## config.mk

```make
export PLATFORM = sky130hd
export DESIGN_NAME = cdr_phase_detector
export DESIGN_NICKNAME = d
export VERILOG_FILES = /design/src/rtl/cdr_phase_detector.sv
export SDC_FILE = /design/constraint.sdc
export NUM_CORES = 1
export LEC_CHECK = 0
export CORE_ASPECT_RATIO = 0.75
export CORE_MARGIN = 1
export CORE_UTILIZATION = 49
export DETAILED_ROUTE_END_ITERATION = 8
export GPL_TIMING_DRIVEN = 1
export PLACE_DENSITY = 0.78
export RECOVER_POWER = 50
export SLEW_MARGIN = 20
export SYNTH_ARGS = -nofsm -noshare
export SYNTH_HDL_FRONTEND = slang
export SYNTH_SLANG_ARGS = --single-unit
export TNS_END_PERCENT = 5
```

## constraint.sdc

```tcl
create_clock -name i_clk -period 2.45 [get_ports i_clk]
set_input_delay 0.49 -clock i_clk [delete_from_list [all_inputs] [get_ports i_clk]]
set_output_delay 0.49 -clock i_clk [all_outputs]
set_load 0.1 [all_outputs]
```

## src/rtl/cdr_phase_detector.sv

```systemverilog
// cdr_phase_detector: early/late phase detector with a saturating vote
// accumulator that requests a one-period samples-per-symbol correction.
module cdr_phase_detector #(
    parameter int NB_P_NOM = 24,
    parameter int ACC_W    = 4,
    parameter int THRESH   = 4
) (
    input  logic       i_clk,
    input  logic       i_rst,
    input  logic       i_data,
    input  logic       i_en_d,
    input  logic       i_en_m,
    input  logic       i_en_f,
    input  logic       i_en,
    input  logic       i_en_freq_synch,
    output logic [5:0] o_nb_P,
    output logic       o_data,
    output logic       o_data_valid,
    output logic       o_T,
    output logic       o_early,
    output logic       o_late
);

    localparam int ACC_MAX = (1 << (ACC_W - 1)) - 1;

    logic                    s_d;
    logic                    s_m;
    logic                    s_f;
    logic                    s_pm;
    logic                    first;
    logic signed [ACC_W-1:0] acc;
    logic signed [ACC_W-1:0] acc_nxt;
    int                      acc_i;
    logic                    maj;
    logic                    trans;
    logic                    early;
    logic                    late;
    logic                    hit_hi;
    logic                    hit_lo;
    logic [5:0]              nb_nxt;

    always_comb begin
        acc_i  = int'(acc);
        maj    = (s_d & s_m) | (s_d & s_f) | (s_m & s_f);
        trans  = (s_pm ^ s_m) & ~first;
        early  = trans & (s_d ^ s_m);
        late   = trans & ~(s_d ^ s_m);
        hit_hi = acc_i >= THRESH;
        hit_lo = acc_i <= -THRESH;

        acc_nxt = acc;
        if (i_en) begin
            if (early && acc_i < ACC_MAX)
                acc_nxt = acc + ACC_W'(1);
            else if (late && acc_i > -ACC_MAX)
                acc_nxt = acc - ACC_W'(1);
        end

        // a firing correction overrides this cycle's vote
        nb_nxt = o_nb_P;
        if (i_en_freq_synch) begin
            unique case (1'b1)
                hit_hi: begin
                    nb_nxt  = 6'(NB_P_NOM + 1);
                    acc_nxt = '0;
                end
                hit_lo: begin
                    nb_nxt  = 6'(NB_P_NOM - 1);
                    acc_nxt = '0;
                end
                default: nb_nxt = 6'(NB_P_NOM);
            endcase
        end
    end

    always_ff @(posedge i_clk) begin
        if (!i_rst) begin
            s_d          <= 1'b0;
            s_m          <= 1'b0;
            s_f          <= 1'b0;
            s_pm         <= 1'b0;
            first        <= 1'b1;
            acc          <= '0;
            o_nb_P       <= 6'(NB_P_NOM);
            o_data       <= 1'b0;
            o_data_valid <= 1'b0;
            o_T          <= 1'b0;
            o_early      <= 1'b0;
            o_late       <= 1'b0;
        end else begin
            if (i_en_d) s_d <= i_data;
            if (i_en_m) s_m <= i_data;
            if (i_en_f) s_f <= i_data;
            if (i_en) begin
                o_data  <= maj;
                o_T     <= trans;
                o_early <= early;
                o_late  <= late;
                s_pm    <= s_m;
                first   <= 1'b0;
            end
            o_data_valid <= i_en;
            acc          <= acc_nxt;
            o_nb_P       <= nb_nxt;
        end
    end

endmodule

```

==> metrics.yaml <==
outcome:
  outcome: "complete, no violations"
clocking:
  post_cts_resize_count: 0
  cts_tree: "built"
  cts_made_buffers: 3
  clockBufferDepth: 2
  path_clk_slew_ns: 0.09
  cts-root-buf: "clkbuf_4"
  clock_latency_ns: 0.30
  cts_hold_buf: 0
  cts_sinks: 17
  cts_setup_buffers: 0
  ctsHtreeMaxLevel: 1
floorplanning:
  die_w_um: 51.75
  pin_count: 19
  die_y_um: 39.32
  fp.dieArea_um2: 2035
  rows: 13
  start_util_pct: 52.26
  core_area_um2: 1740
detailed_routing:
  drtPass1Iterations: 4
  drtAntennaViolNets: 0
  routed_wl_um: 1691
  drt_iter0_drc: 8
  route.detailed.drc: 0
  wl_per_cell_um: 12.08
  vias: 738
  routed_via_density: 5.271
logic_synthesis:
  synth_cell_type_count: 36
  synth_top_family_by_area: "simple AND/OR/NAND/NOR gates"
  synth_seq_area_share_pct: 37.41
  netlist.top_cell.by_area: "dfxtp_1"
  syn_inst: 104
  synthArstFlopShare_pct: 0
  synth-simple-area-share_pct: 21.18
  synth_top_cell_area_share_pct: 37.41
  ys_seq_elements: 17
  synthTopCellsByArea: "dfxtp_1, ha_1, mux2i_1"
  synthMuxAreaShare_pct: 6.740
  avgSynthCellArea_um2: 8.746
  synthFlopType: "dfxtp_1"
  synth_edf_count: 0
  synth_area_um2: 909.6
  synth_fp_nets: 116
  yosysWarnings: 0
  synth_compound_area_share_pct: 18.57
  synth_xor_area_share_pct: 1.788
  synthAdderAreaFrac_pct: 5.502
timing:
  setup_viol: 0
  period_needed_ns: 2.097
  min_period_over_period_pct: 85.58
  fin_tns_setup_ns: 0
  rsz0062_at_grt: "no"
  maxSlewViolCount: 0
  tightest_slew_ns: 1.167
  max_freq_mhz: 476.9
  slew_headroom_pct: 22.55
  hold_viol_final: 0
  finClkSkew_ns: 0.0007584
placement:
  dp_hpwl_um: 1270
  portBuffers: 16
  gp_congestion: 0.8434
  placed_area_um2: 1047
run:
  drv_cap: 0
setup_path:
  startpoint: "s_m$_SDFFE_PN0P_"
  crit_fanout: 9
  rr_endpoint: "acc[3]$_SDFF_PN0_"
  critPathCapture: "acc[3]$_SDFF_PN0_"
  r2r_cells: 5
  worstSetupStartpointType: "flop"
  critPathKind: "flop to flop"
  worstSetupEndpointType: "flop"
  r2r_start: "s_m$_SDFFE_PN0P_"
  critPathArrivalTime_ns: 2.29
  worstPathRequired_ns: 2.65
  r2r_slack_ns: 0.35
layout:
  fin_util_pct: 61.25
  multi_input_area_um2: 496.7
  final_nets: 131
  fillerInstances: 146
  regArea_um2: 340.3
  final_layout_size_suffix_gt1_share_pct: 13.56
  antenna_cells: 0
  area_growth_pct: 17.19
  stdcell_area_um2: 1066
pwr:
  p_total_uw: 560.6
  leakage_nw: 0.4474
  p_per_area_nw_per_um2: 525.9
  vdd_drop_max_mv: 0.4457
global_routing:
  grt_pass1_vias: 621
  grt_antenna_before_repair: 0
  grt_use_total_pct: 19.71
  gr-total-overflow: 0
  grt_pass1_wl_um: 2704
  grt_max_degree: 14
hold_path:
  hold_class: "flop to flop"
==> worst min-delay path by stage <==
stage | from | to | depth (start not counted)
detailed placement | first$_SDFFE_PN1P_ | first$_SDFFE_PN1P_ | 2
CTS | first$_SDFFE_PN1P_ | first$_SDFFE_PN1P_ | 2
global placement | first$_SDFFE_PN1P_ | first$_SDFFE_PN1P_ | 2
global route | o_early$_SDFFE_PN0P_ | o_early$_SDFFE_PN0P_ | 2
floorplan | first$_SDFFE_PN1P_ | first$_SDFFE_PN1P_ | 2
finish | first$_SDFFE_PN1P_ | first$_SDFFE_PN1P_ | 2
==> sequential cells by signal, summed over array words and instances, names as in the netlist <==
register,flops
s_d,1
o_data_valid,1
s_f,1
o_T,1
o_nb_P,3
s_m,1
o_data,1
o_early,1
s_pm,1
o_late,1
first,1
acc,4
==> synthesized netlist by cell type, types with 3 or more instances <==
| cell | instances |
|---|---|
| dfxtp_1 | 17 |
| o22ai_1 | 3 |
| buf_4 | 3 |
| a31oi_1 | 3 |
| inv_1 | 8 |
| ha_1 | 4 |
| a21oi_1 | 3 |
| and2_1 | 3 |
| mux2i_1 | 5 |
| nor2_1 | 6 |
| nand2b_1 | 5 |
| o21ai_0 | 6 |
| clkbuf_1 | 4 |
| nor2b_1 | 7 |
==> placed cells by master (no fill, tap or decap) <==
master,n
or2_2,1
o311ai_0,1
a21boi_0,2
clkbuf_4,3
or4_1,1
o21ai_1,1
a211oi_2,1
and2_1,1
nand2b_1,5
clkbuf_1,3
o22ai_1,3
nand2_1,2
ha_1,4
mux2_1,1
mux2i_1,5
a2111o_1,1
dfxtp_1,17
and3_1,1
buf_4,9
and3b_1,1
and2_0,2
o32ai_1,1
nand3_1,2
nor2_1,6
xor2_2,1
a21oi_1,3
o2111ai_1,1
dlygate4sd3_1,1
o21ai_0,6
nand4_1,2
conb_1,2
clkdlybuf4s50_1,6
inv_1,8
o21a_1,1
a31oi_1,3
nand2_4,1
a2111oi_0,1
nor2b_1,7
or3_1,1
==> worst max-delay path, cell delays in order (launching register included) <==
cell,delay (ns)
dfxtp_1,0.45
ha_1,0.36
nor2b_1,0.21
a2111o_1,0.42
a211oi_2,0.22
mux2_1,0.33
==> layer usage <==
layer / vias up / track usage (%) / wire length (µm)
li1: 381 / - / -
met4: 0 / 12.16 / 51
met2: 19 / 28.25 / 718
met3: 4 / 6.977 / 78
met5: - / 0 / 0
met1: 334 / 25.17 / 842
==> report_power, final <==
group	internal (mW)	leakage, nW	total, mW	switching, mW
Combinational	0.0364	0.294	0.110	0.0740
Sequential	0.286	0.139	0.296	0.00949
Clock	0.0637	0.0150	0.154	0.0908
Total	0.386	0.447	0.561	0.174
==> logic make-up after synthesis <==
kind of cell             after synthesis
adder cells (fa/ha/maj)                4
XOR/XNOR                               1
buffers and inverters                 16
other                                  2
multiplexers                           6
flip-flops                            17
AO/OA/AOI/OAI                         25
AND/OR/NAND/NOR                       33
==> cell type report <==
cell class	count	area share, %
Inverter	8	2.817
Multi-Input combinational cell	71	46.60
Timing Repair Buffer	18	13.62
Sequential cell	17	31.92
Clock buffer	4	2.465
Tap cell	22	2.582
==> through the flow <==
step | instances | hold slack (ns) | worst slack, ns
final | 140 | 0.4903 | 0.3532
after global routing | 140 | 0.5318 | 0.2429
after CTS | 140 | 0.4857 | 0.3421
after detailed placement | 136 | 0.4754 | 0.3323
after global placement | 136 | 0.4680 | 0.3767
after floorplan | 104 | 0.4441 | 0.4310
Note: power is estimated with default switching activity, not from simulation.
